<file path="src/rtl/swi_debounce.sv">
// Slide-switch conditioner: per-bit synchronizer, debounce FSM and registered rise/fall/changed pulses.
// Build option SWI_TOGGLE_EN adds a per-bit toggle register driven by accepted rising edges.
module swi_debounce #(
  parameter int NBITS         = 8,
  parameter int SYNC_STAGES   = 2,
  parameter int STABLE_CYCLES = 4
) (
  input  logic             clk_2,
  input  logic             reset,
  input  logic [NBITS-1:0] swi_raw,
  output logic [NBITS-1:0] swi_db,
  output logic [NBITS-1:0] rise,
  output logic [NBITS-1:0] fall,
  output logic             changed,
  output logic [NBITS-1:0] toggle_q
);

  localparam int CNT_W = $clog2(STABLE_CYCLES + 1);
  localparam logic [CNT_W-1:0] CNT_ONE  = CNT_W'(1);
  localparam logic [CNT_W-1:0] CNT_LAST = CNT_W'(STABLE_CYCLES - 1);

  typedef enum logic {
    ST_IDLE  = 1'b0,
    ST_COUNT = 1'b1
  } state_t;

  logic [NBITS-1:0] sync_q [SYNC_STAGES];
  logic [NBITS-1:0] sync_d [SYNC_STAGES];
  logic [NBITS-1:0] s;

  state_t           state_q [NBITS];
  state_t           state_d [NBITS];
  logic [CNT_W-1:0] cnt_q   [NBITS];
  logic [CNT_W-1:0] cnt_d   [NBITS];

  logic [NBITS-1:0] swi_db_q, swi_db_d;
  logic [NBITS-1:0] rise_q, rise_d;
  logic [NBITS-1:0] fall_q, fall_d;
  logic             changed_q, changed_d;

  always_comb begin
    sync_d[0] = swi_raw;
    for (int j = 1; j < SYNC_STAGES; j++) begin
      sync_d[j] = sync_q[j-1];
    end
  end

  assign s = sync_q[SYNC_STAGES-1];

  // NOTE: every always_comb output gets a default first so no path can infer a latch.
  always_comb begin
    swi_db_d = swi_db_q;
    rise_d   = '0;
    fall_d   = '0;
    for (int i = 0; i < NBITS; i++) begin
      state_d[i] = state_q[i];
      cnt_d[i]   = cnt_q[i];
      unique case (state_q[i])
        ST_IDLE: begin
          if (s[i] != swi_db_q[i]) begin
            if (STABLE_CYCLES == 1) begin
              swi_db_d[i] = s[i];
              rise_d[i]   = s[i];
              fall_d[i]   = ~s[i];
            end else begin
              cnt_d[i]   = CNT_ONE;
              state_d[i] = ST_COUNT;
            end
          end
        end
        ST_COUNT: begin
          if (s[i] == swi_db_q[i]) begin
            // Level fell back before it was stable long enough: drop it silently.
            cnt_d[i]   = '0;
            state_d[i] = ST_IDLE;
          end else if (cnt_q[i] == CNT_LAST) begin
            swi_db_d[i] = s[i];
            rise_d[i]   = s[i];
            fall_d[i]   = ~s[i];
            cnt_d[i]    = '0;
            state_d[i]  = ST_IDLE;
          end else begin
            cnt_d[i] = cnt_q[i] + CNT_ONE;
          end
        end
      endcase
    end
    changed_d = |(rise_d | fall_d);
  end

  // NOTE: sequential state is written with non-blocking assignments only, so every flop
  // samples the pre-edge value of its neighbours (the sync chain depends on this).
  always_ff @(posedge clk_2) begin
    if (reset) begin
      // NOTE: the sync chain and per-bit arrays are plain flops, not RAM, so they are reset
      // element by element; a pending count must not survive reset.
      for (int j = 0; j < SYNC_STAGES; j++) begin
        sync_q[j] <= '0;
      end
      for (int i = 0; i < NBITS; i++) begin
        state_q[i] <= ST_IDLE;
        cnt_q[i]   <= '0;
      end
      swi_db_q  <= '0;
      rise_q    <= '0;
      fall_q    <= '0;
      changed_q <= 1'b0;
    end else begin
      for (int j = 0; j < SYNC_STAGES; j++) begin
        sync_q[j] <= sync_d[j];
      end
      for (int i = 0; i < NBITS; i++) begin
        state_q[i] <= state_d[i];
        cnt_q[i]   <= cnt_d[i];
      end
      swi_db_q  <= swi_db_d;
      rise_q    <= rise_d;
      fall_q    <= fall_d;
      changed_q <= changed_d;
    end
  end

`ifdef SWI_TOGGLE_EN
  logic [NBITS-1:0] toggle_d;

  always_comb begin
    toggle_d = toggle_q ^ rise_q;
  end

  always_ff @(posedge clk_2) begin
    if (reset) begin
      toggle_q <= '0;
    end else begin
      toggle_q <= toggle_d;
    end
  end
`else
  assign toggle_q = '0;
`endif

  assign swi_db  = swi_db_q;
  assign rise    = rise_q;
  assign fall    = fall_q;
  assign changed = changed_q;

  a_pulse_exclusive: assert property (@(posedge clk_2) disable iff (reset)
    (rise_q & fall_q) == '0);

  a_changed_consistent: assert property (@(posedge clk_2) disable iff (reset)
    changed_q == |(rise_q | fall_q));

endmodule
</file>
<file path="config.mk">
export PLATFORM = sky130hd
export DESIGN_NAME = swi_debounce
export DESIGN_NICKNAME = d
export VERILOG_FILES = /design/src/rtl/swi_debounce.sv
export SDC_FILE = /design/constraint.sdc
export NUM_CORES = 1
export LEC_CHECK = 0
export CORE_ASPECT_RATIO = 1.1
export CORE_MARGIN = 4
export CORE_UTILIZATION = 45
export CTS_CLUSTER_DIAMETER = 50
export CTS_CLUSTER_SIZE = 16
export DETAILED_ROUTE_END_ITERATION = 7
export GPL_TIMING_DRIVEN = 0
export PLACE_DENSITY = 0.71
export SLEW_MARGIN = 15
export SYNTH_ARGS = -nofsm -noshare
export SYNTH_HDL_FRONTEND = slang
export SYNTH_SLANG_ARGS = --single-unit
export TNS_END_PERCENT = 10
</file>
<file path="constraint.sdc">
create_clock -name clk_2 -period 1.5 [get_ports clk_2]
set_input_delay 0.225 -clock clk_2 [delete_from_list [all_inputs] [get_ports clk_2]]
set_output_delay 0.225 -clock clk_2 [all_outputs]
set_load 0.01 [all_outputs]
</file>
==> impl_metrics.csv <==
group,metric,value,unit
grt,grt_pass1_vias,1946,
setup_path,worstSetupEndpointType,"register",
clock_network,cts_buffers,9,
timing,worstMarginPinSlew,0.610,ns
clock_network,htree_levels,3,
yosys,yosys_warnings,0,
status,outcome,"completed",
power,power_density,1060,nW/um^2
timing,final.min_clock_period,1.45,ns
grt,grt_pass1_wl,8.95,mm
drt,ant_nets,0,
timing,finalClockSkew,0.00532,ns
drt,wl,5.40,mm
grt,grt_use_met2,24.3,%
flow_run,cap_violations,0,
setup_path,worst_path_largest_cell_delay,0.43,ns
floorplan,std_cell_rows,29,
timing,rsz0062_at_grt,"no",
yosys,synth_edf_count,0,
yosys,synthTopCellsByArea,"dfxtp_1 52%, nor4b_1 5.0%, nor2b_1 4.7%",
timing,setup-violations-final,0,
clock_network,cts_sinks,73,
clock_network,cts_tree,"yes",
power,switching_power,0.784,mW
yosys,syn_inst,264,
setup_path,arrival,1.67,ns
final_layout,syn2layout_area_growth,23.6,%
grt,grt_start_max_net_pins,12,
yosys,synth_ff_type,"dfxtp_1",
setup_path,path_buf_inv,0,
final_layout,num-fill-cells,541,
clock_network,clk_latency,0.34,ns
yosys,netlist_area,2790,sq um
power,swShare,21.5,%
placement,port_buffers,33,
yosys,ys_top_cells_by_count,"73 x dfxtp_1, 21 x nor2b_1, 16 x nor4b_1",
final_layout,finish.utilization,58.7,%
grt,grt_use_met3,4.56,%
yosys,synthArstFlopShare,0,%
power,p_int,2.86,mW
floorplan,dieArea,7520,sq um
drt,drc,0,
yosys,synth.yosys.seq_area_share,52.4,%
power,pwr-share-clk,40.5,%
floorplan,core_area,5880,sq um
drt,wl_per_cell,13.6,um
grt,grt-ovfl-total,0,
setup_path,critPathSlowestCell,"o41a_1",
final_layout,antenna_cells,0,
power,power_frac_comb,4.5,%
timing,drv_slew,0,
grt,gr-usage-met1,18.0,%
placement,gp_congestion,0.830,
clock_network,holdBufCountCts,0,
timing,tns,0,ns
drt,vias,2040,
min_path,hold_class,"input port to register",
clock_network,cts_root_buf,"clkbuf_8",
grt,antenna_found_initial,0,
floorplan,io_pins,43,
setup_path,setup.worst_path.start_class,"register",
power,p_leak,1.51,nW
power,max-vdd-ir-drop,737,uV
timing,finalCritPeriodShare,96.5,%
clock_network,cts_setup_buffers,0,
floorplan,start_util,47.4,%
yosys,yosys.area.top_type,"dfxtp_1",
setup_path,cp_max_fo,5,
timing,slew_headroom,59.3,%
timing,final-hold-violation-count,0,
drt,vias_per_cell,5.14,
yosys,synth-seq-cells,73,
final_layout,final_layout_size_suffix_gt1_share,11.3,%
drt,dr.pass1.iters,4,
setup_path,required,1.72,ns
setup_path,path_cells,"ha_1 -> nand3b_1 -> o22ai_2 -> o41a_1",
floorplan,dieWidth,83.1,um
grt,grt.busiest_layer,"met2",
placement,place_hpwl,3.71,mm
setup_path,cp_top_family,"compound AO/OA/AOI/OAI gates",
clock_network,clockBufferDepth,2,
grt,grtUsageTotal,15.1,%
yosys,syn_area_per_cell,10.6,sq um
drt,drtIter0Drc,92,
floorplan,fp.dieH,90.6,um
power,seq_power_share,55.0,%
yosys,synth_most_common_cell,"dfxtp_1",
final_layout,final_nets,333,
clock_network,clk_pin_slew,0.07,ns
yosys,synth_top_area_share,52.4,%
yosys,synth_cell_type_count,32,
timing,fmax,691,MHz
setup_path,timing_worst_setup_path_type,"register to register",
==> metrics by stage <==
stage                     cell area [sq um]  cells  setup WS, ns  power (mW)  hold slack [ns]
after floorplan                        2820    271         0.128        2.16            0.353
after global placement                 3240    381        0.0256        2.21            0.417
after detailed placement               3240    381        0.0133        2.21            0.424
after CTS                              3430    397       -0.0283        3.69            0.177
after global routing                   3450    397       0.00239        3.80            0.186
final                                  3450    397        0.0523        3.65            0.189
==> final timing paths <==
kind,startpoint,to,slack (ns),cells after the start
worst max register to register,cnt_q[1][0],changed,0.05,4
worst min register to register,sync_q[0][6],sync_q[0][14],0.44,1
worst max-delay path,cnt_q[1][0],changed,0.05,4
worst min-delay path,reset,sync_q[0][0],0.19,2
==> worst register-to-register path: cells and delay by family (launching register included) <==
kind	cells	cell delay [ns]
AOI/OAI and AO/OA	2	0.56
adders and majority gates	1	0.23
DFF	1	0.32
and+or+nand+nor	1	0.21
==> power by group through the flow <==
stage | logic [mW] | clock network [mW] | registers [mW]
4_1_cts | 0.165 | 1.52 | 2.01
5_1_grt | 0.185 | 1.61 | 2.01
6_report | 0.165 | 1.48 | 2.01
2_1_floorplan | 0.113 | 0 | 2.04
3_5_place_dp | 0.164 | 0 | 2.05
3_3_place_gp | 0.161 | 0 | 2.05
==> cell type report <==
class	count	area [sq um]	share of cell area, %
Clock buffer	13	149	4.32
Inverter	8	30.0	0.871
Timing Repair Buffer	33	324	9.40
Clock inverter	3	40.0	1.16
Tap cell	77	96.3	2.79
Sequential cell	73	1470	42.6
Buffer	16	90.1	2.61
Multi-Input combinational cell	174	1250	36.2
==> kinds of logic after synthesis <==
kind of cell	synth area share [%]
multiplexers	2.87
adder cells (fa/ha/maj)	3.59
other	0.134
AO/OA/AOI/OAI	9.56
buffers and inverters	4.31
flip-flops	52.4
AND/OR/NAND/NOR	22.4
XOR/XNOR	4.71
==> placed cells by master, fill, tap and decap left out, drive strengths merged <==
master	count
dlymetal6s2s	1
o41a	1
nor2b	21
clkbuf	21
nand2b	3
ha	8
a32o	1
a211oi	2
nand4b	3
o22ai	3
clkinv	2
dlygate4sd2	7
nand3	7
xnor2	7
nand3b	12
dfxtp	73
nor2	14
nor3b	2
inv	8
xor2	8
nand4	2
nand2	3
buf	8
and3	7
nor4b	16
nor3	5
o211a	11
or2	1
mux2i	8
a21oi	13
o221a	1
bufinv	1
o21ai	5
conb	8
and3b	1
or3b	1
clkdlybuf4s50	25
==> state kept, by name (all words and copies together), names as in the netlist <==
register / count
swi_db: 8
fall: 8
rise: 8
state_q: 8
changed: 1
sync_q: 16
cnt_q: 24
==> timing repair <==
action,4_1_cts,5_1_grt
setup endpoints to repair,9,2
resized for setup,13,7
pin swaps,0,3
==> layer usage <==
| metal | share of wire [%] | wire (um) |
|---|---|---|
| met1 | 46 | 2510 |
| met2 | 46 | 2510 |
| met3 | 4.5 | 245 |
| met4 | 2.5 | 136 |
| met5 | 0 | 0 |
No activity file was read; power rests on OpenSTA's default activity.
